**src/rtl/motion_pkg.sv**
```systemverilog
// Shared types and defaults for the motion-mask pixel comparator.
package motion_pkg;

  // Grayscale sample width.
  localparam int unsigned GRAY_W = 8;

  // Default strict greater-than limit on the per-pixel absolute difference.
  localparam logic [GRAY_W-1:0] DEF_THRESHOLD = 8'd50;

  // Default frame size: 720 x 540 pixels.
  localparam int unsigned DEF_PIXELS = 388800;

  // One-hot encoding leaves 2'b00 and 2'b11 as illegal codes that must be recovered from.
  typedef enum logic [1:0] {
    S_READ  = 2'b01,
    S_WRITE = 2'b10
  } state_t;

endpackage

```
**src/rtl/motion_mask.sv**
```systemverilog
// Motion mask: pops one background and one frame pixel together, flags motion when the
// absolute grayscale difference exceeds THRESHOLD, and pushes the flag one cycle later.
module motion_mask
  import motion_pkg::*;
#(
  parameter logic [GRAY_W-1:0] THRESHOLD = DEF_THRESHOLD,
  parameter int unsigned       PIXELS    = DEF_PIXELS
) (
  input  logic              clock,
  input  logic              reset,
  output logic              bg_rd_en,
  input  logic              bg_empty,
  input  logic [GRAY_W-1:0] bg_dout,
  output logic              fr_rd_en,
  input  logic              fr_empty,
  input  logic [GRAY_W-1:0] fr_dout,
  output logic              out_wr_en,
  input  logic              out_full,
  output logic              out_din,
  output logic              frame_done
);

  localparam int unsigned     CNT_W    = (PIXELS > 1) ? $clog2(PIXELS) : 1;
  localparam logic [CNT_W-1:0] LAST_PIX = CNT_W'(PIXELS - 1);

  state_t            r_state;
  state_t            w_state_next;
  logic              r_flag;
  logic              w_flag_next;
  logic [CNT_W-1:0]  r_pix_cnt;
  logic [CNT_W-1:0]  w_pix_cnt_next;

  logic [GRAY_W:0]   w_fr_ext;
  logic [GRAY_W:0]   w_bg_ext;
  logic [GRAY_W:0]   w_mag;
  logic              w_motion;

  // Magnitude is formed in 9 bits by subtracting the smaller operand, so it never wraps.
  assign w_fr_ext = {1'b0, fr_dout};
  assign w_bg_ext = {1'b0, bg_dout};
  assign w_mag    = (w_fr_ext >= w_bg_ext) ? (w_fr_ext - w_bg_ext) : (w_bg_ext - w_fr_ext);
  assign w_motion = (w_mag > {1'b0, THRESHOLD});

  // Next-state, flag capture, pixel counting and FIFO strobes.
  always_comb begin
    w_state_next   = r_state;
    w_flag_next    = r_flag;
    w_pix_cnt_next = r_pix_cnt;
    bg_rd_en       = 1'b0;
    fr_rd_en       = 1'b0;
    out_wr_en      = 1'b0;
    out_din        = 1'b0;
    frame_done     = 1'b0;

    unique case (r_state)
      S_READ: begin
        if (!bg_empty && !fr_empty) begin
          bg_rd_en     = 1'b1;
          fr_rd_en     = 1'b1;
          w_flag_next  = w_motion;
          w_state_next = S_WRITE;
        end
      end
      S_WRITE: begin
        if (!out_full) begin
          out_wr_en    = 1'b1;
          out_din      = r_flag;
          w_state_next = S_READ;
          if (r_pix_cnt == LAST_PIX) begin
            w_pix_cnt_next = '0;
            frame_done     = 1'b1;
          end else begin
            w_pix_cnt_next = r_pix_cnt + 1'b1;
          end
        end
      end
      default: begin
        w_state_next = S_READ;
      end
    endcase

    // Strobes stay quiet for the whole reset cycle, whatever state is currently held.
    if (reset) begin
      bg_rd_en   = 1'b0;
      fr_rd_en   = 1'b0;
      out_wr_en  = 1'b0;
      out_din    = 1'b0;
      frame_done = 1'b0;
    end
  end

  // State, held flag and pixel counter registers with synchronous reset.
  always_ff @(posedge clock) begin
    if (reset) begin
      r_state   <= S_READ;
      r_flag    <= 1'b0;
      r_pix_cnt <= '0;
    end else begin
      r_state   <= w_state_next;
      r_flag    <= w_flag_next;
      r_pix_cnt <= w_pix_cnt_next;
    end
  end

endmodule

```
**config.mk**
```make
export PLATFORM = sky130hd
export DESIGN_NAME = motion_mask
export DESIGN_NICKNAME = d
export VERILOG_FILES = /design/src/rtl/motion_pkg.sv /design/src/rtl/motion_mask.sv
export SDC_FILE = /design/constraint.sdc
export NUM_CORES = 1
export LEC_CHECK = 0
export BUFFER_PORTS_ARGS = -buffer_cell sky130_fd_sc_hd__buf_4
export CORE_UTILIZATION = 30
export DETAILED_ROUTE_END_ITERATION = 10
export PLACE_DENSITY_LB_ADDON = 0.25
export SETUP_SLACK_MARGIN = 0.1
export SLEW_MARGIN = 20
export SYNTH_ARGS = -nofsm -noshare
export SYNTH_HDL_FRONTEND = slang
export SYNTH_SLANG_ARGS = --single-unit
```
**constraint.sdc**
```tcl
create_clock -name clock -period 4.9 [get_ports clock]
set_clock_uncertainty 0.2 [all_clocks]
set_input_delay 0.735 -clock clock [delete_from_list [all_inputs] [get_ports clock]]
set_output_delay 0.735 -clock clock [all_outputs]
set_load 0.01 [all_outputs]
```
* Word-level counts from Yosys, hierarchy flattened
Index checks and enable logic that the tools add are counted.
** Cells by class
- Add/subtract/negate cells :: 3
- Order comparisons :: 2
- Equality and inequality tests :: 5
- Muxes and demuxes :: 18
- Bitwise operators :: 1
- Reduce and logical (&&, ||, !) cells :: 6
** Operators by type and width (number)
- $add A19 B1 Y19 const B :: 1
- $eq A19 B19 Y1 const B :: 1
- $mux W19 :: 1
- $sub A8 B8 Y9 :: 2
- $mux W1 :: 13
- $gt A9 B6 Y1 const B :: 1
- $mux W9 :: 1
- $ge A8 B8 Y1 :: 1
- $reduce_and A2 Y1 :: 3
- $mux W2 :: 2
- $ne A2 B2 Y1 const B :: 2
- $pmux W2 S2 :: 1
- $eq A2 B1 Y1 const B :: 1
- $eq A2 B2 Y1 const B :: 1
- $logic_not A1 Y1 :: 2
- $logic_and A1 B1 Y1 :: 1
- $not A1 Y1 :: 1
** Word-level totals
- Register bits after elaboration :: 22
- Input bits :: 21
- Output and inout port bits :: 5
- Word-level logic and storage cells :: 38

* Depth between registers and ports, before layout
- Word-level depth :: 5
- Mapped depth :: 11

* Least setup slack after synthesis
Ideal clock, no wire load.
- Path type :: input-to-reg
- Start point :: input port fr_dout[0]
- End point :: register r_flag
- Arrival time :: 2.395 ns
- Data required time :: 4.581 ns
- Slack :: 2.186 ns
- Stages :: 11
- Path buffers :: 0
- Cells stage by stage :: inv_1 -> ha_1 -> inv_1 -> fa_1 -> nand3_1 -> nand2_2 -> a21o_1 -> a21oi_1 -> xnor2_1 -> or4_1 -> o2bb2ai_1
** On the way
- Cells in the longest elaborated chain, start to end :: 3
- Elaborated cells between the ends (all ways) :: 5
** Ends and longest elaborated chain
- from (decl) :: RTL line motion_mask.sv:16 : input logic [GRAY_W-1:0] fr_dout,
- $sub A8 B8 Y9 or $ge A8 B8 Y1 (tied branches) :: RTL line motion_mask.sv:41 : assign w_mag = (w_fr_ext >= w_bg_ext) ? (w_fr_ext - w_bg_ext) : (w_bg_ext - w_fr_ext);
- $mux W9 (*) :: RTL line motion_mask.sv:41
- $gt A9 B6 Y1 (*) :: RTL line motion_mask.sv:42 : assign w_motion = (w_mag > {1'b0, THRESHOLD});
- to (signal assigned) :: RTL line motion_mask.sv:100 : r_flag <= w_flag_next;
- to (decl) :: RTL line motion_mask.sv:28 : logic r_flag;
Mark *: on every way between the ends. The rest lies on a longest branch, timed or not.
A chain may end at the register's enable or synchronous reset.

* Worst setup path after layout
- Start point :: input port out_full
- End point :: output port frame_done
** On the way
- Cells in the longest elaborated chain, start to end :: 3
** Ends and longest elaborated chain
- from (decl) :: RTL line motion_mask.sv:18 : input logic out_full,
- $mux W1 :: RTL line motion_mask.sv:65 : if (!out_full) begin
- $mux W1 :: RTL line motion_mask.sv:55 : unique case (r_state)
- $mux W1 :: RTL line motion_mask.sv:83 : if (reset) begin
- to (decl) :: RTL line motion_mask.sv:20 : output logic frame_done
No other way between the ends.

==> flow_metrics.env <==
export IMPL_status="complete, no violations"
export IMPL_die_area_mm2=0.00670
export IMPL_die_width_um=81.8
export IMPL_ys_seq_area_share_pct=23.0
export IMPL_max_freq_mhz=345
export IMPL_drtPass1Iterations=4
export IMPL_peakVddDrop_uv=93.0
export IMPL_synth_area_per_cell_um2=8.24
export IMPL_place_congestion=0.798
export IMPL_antenna_found_initial=0
export IMPL_tns_ns=0
export IMPL_synth_edff_count=0
export IMPL_timing_max_cap_violations=0
export IMPL_synth_compound_area_share_pct=14.6
export IMPL_hold_viol_final=0
export IMPL_ys_warn_count=0
export IMPL_maxSlewViolCount=0
export IMPL_clk_pin_slew_ns=0.08
export IMPL_finalSetupViolCount=0
export IMPL_muxShareOfSynthArea_pct=0.524
export IMPL_initial_core_util_pct=31.7
export IMPL_synth_top_cell_by_area="dfxtp_1"
export IMPL_cts_hold_buf=0
export IMPL_clock_latency_ns=0.27
export IMPL_worst_pin_slew_ns=0.677
export IMPL_port_buffers=25
export IMPL_grt_setup_unrepaired="no"
export IMPL_grt_max_degree=18
export IMPL_root_buffer="clkbuf_8"
export IMPL_fp_coreArea_mm2=0.00603
export IMPL_postCtsSetupBuffers=0
export IMPL_yosys_register_bits=22
export IMPL_worst_hold_path_type="reg2reg"
export IMPL_gr_total_overflow=0
export IMPL_route_detailed_drc=0
export IMPL_cts_inserted_buffers=3
export IMPL_cts_max_level=1
export IMPL_synth_cell_types=54
export IMPL_vias=1586
export IMPL_cts_tree="done"
export IMPL_area_growth_pct=14.2
export IMPL_synthFlopType="dfxtp_1"
export IMPL_path_max_fanout=8
export IMPL_synth_area_mm2=0.00191
export IMPL_synth_simple_gate_area_share_pct=28.2
export IMPL_clock_sinks=22
export IMPL_hpwl_um=2980
export IMPL_synthXorXnorAreaFrac_pct=11.5
export IMPL_synthAdderAreaFrac_pct=13.2
export IMPL_rows=28
export IMPL_synthCells=232
export IMPL_num_io_pins=26
export IMPL_async_reset_ff_share_pct=0
export IMPL_crit_type="in2out"
export IMPL_crit_path_start_kind="primary input"
export IMPL_synth_top_family_by_area="simple AND/OR/NAND/NOR gates"
export IMPL_period_needed_ns=2.90
export IMPL_holdWs_ns=0.313
export IMPL_syn_num_nets=272
export IMPL_arrival_ns=1.97
export IMPL_synth_top_area_share_pct=23.0
export IMPL_end_kind="output pin"
export IMPL_crit_required_ns=3.96
export IMPL_pwr_density_cell_mw_per_mm2=222
export IMPL_routed_wl_um=3830
export IMPL_first_global_vias=1375
export IMPL_fin_crit_sh_pct=59.2
export IMPL_avgRoutedWirePerCell_um=11.8
export IMPL_ctsResizeCount=0
export IMPL_final_util_pct=36.2
export IMPL_viasPerCell=4.87
export IMPL_grt_pass1_wl_um=6290
export IMPL_diodes=0
export IMPL_synthTopCellsByArea="dfxtp_1 (23%), ha_1 (11%), xor2_1 (8.2%), nor2_1 (6.5%), inv_1 (4.7%)"
export IMPL_slew_headroom_pct=54.9
export IMPL_grt_use_total_pct=12.1
export IMPL_drive_above_1_share_pct=16.7
export IMPL_die_h_um=81.8
export IMPL_layout_nets=292
export IMPL_clockBufferDepth=2
export IMPL_p_leak_nw=0.954
export IMPL_ant_nets=0
export IMPL_drt_iter0_drc=36
-- worst max-delay path: stages --
cell	delay, ns
buf_4	0.12
nor3b_4	0.35
nand4_1	0.25
nand4b_1	0.27
nor2_1	0.11
buf_4	0.13
-- routing by layer --
metal	GRT usage, %	up-vias	part of all wire [%]
met5	0	-	0
met3	3.11	2	4.3
li1	-	830	-
met4	1.58	0	0.60
met1	17.2	721	53
met2	18.5	33	42
-- cell usage after synthesis, types with 5 or more instances --
cell type and instances:
xor2_1 18, nor2_1 33, nor3_1 5, nand3_1 8
ha_1 17, o21ai_0 9, xnor2_1 7, a21oi_1 7
nand4_1 6, dfxtp_1 22, nor2b_1 5, inv_1 24
nand2_1 10
-- final cells by class --
type	instances	area [µm²]
fill	654	3840
multi-input combinational	176	1300
sequential	22	440
timing repair buffer	25	188
tap	75	93.8
inverter	24	90.1
clock buffer	3	41.3
clock inverter	1	30.0
-- placed cells by master (no fill, tap or decap), types with 2 or more instances in the layout --
master / instances
dfxtp_1: 22
inv_1: 24
and2b_1: 2
a21o_1: 3
and3_1: 4
buf_4: 25
nand4_1: 6
nand2b_1: 2
nand2_1: 10
nor2_1: 33
nand3_1: 8
or3_1: 3
nand3_2: 2
fa_1: 2
clkbuf_8: 3
nor3_1: 5
ha_1: 17
nor2b_1: 5
xor2_1: 18
xnor2_1: 7
a21oi_1: 7
a31oi_1: 2
o21ai_0: 9
a211o_1: 2
a211oi_1: 2
-- registers in the layout, indices dropped and copies added (netlist names) --
signal / cells
r_flag: 1
r_pix_cnt: 19
r_state: 2
-- metrics by stage --
| step | setup slack (ns) | cells | instance area [µm²] | total power, W |
|---|---|---|---|---|
| floorplan | 2.19 | 232 | 1910 | 0.000289 |
| global placement | 1.82 | 322 | 2110 | 0.000317 |
| detailed placement | 1.82 | 322 | 2110 | 0.000317 |
| CTS | 1.99 | 326 | 2180 | 0.000491 |
| global route | 1.86 | 326 | 2180 | 0.000511 |
| finish | 2.00 | 326 | 2180 | 0.000485 |
-- where the power goes --
group	internal (W)	switching (W)	leakage [nW]
Sequential	0.000181	0.00000188	0.178
Clock	0.000109	0.0000635	0.0357
Combinational	0.0000581	0.0000718	0.741
Total	0.000348	0.000137	0.954
-- cell families (layout without fill, tap and decap cells) --
kind of cell,after synthesis,after routing
and+or+nand+nor,95,95
AOI/OAI and AO/OA,36,36
buffers and inverters,34,53
xor gates and xnor gates,25,25
DFF,22,22
adders and majority gates,19,19
muxes,1,1
-- final timing paths --
kind / slack, ns / depth (start not counted) / start / endpoint
max: 2.00 / 6 / out_full / frame_done
max reg2reg: 2.64 / 5 / r_state[1] / r_pix_cnt[18]
min: 0.31 / 2 / r_pix_cnt[16] / r_pix_cnt[16]
min reg2reg: 0.31 / 2 / r_pix_cnt[16] / r_pix_cnt[16]
No activity file was read; power rests on OpenSTA's default activity.
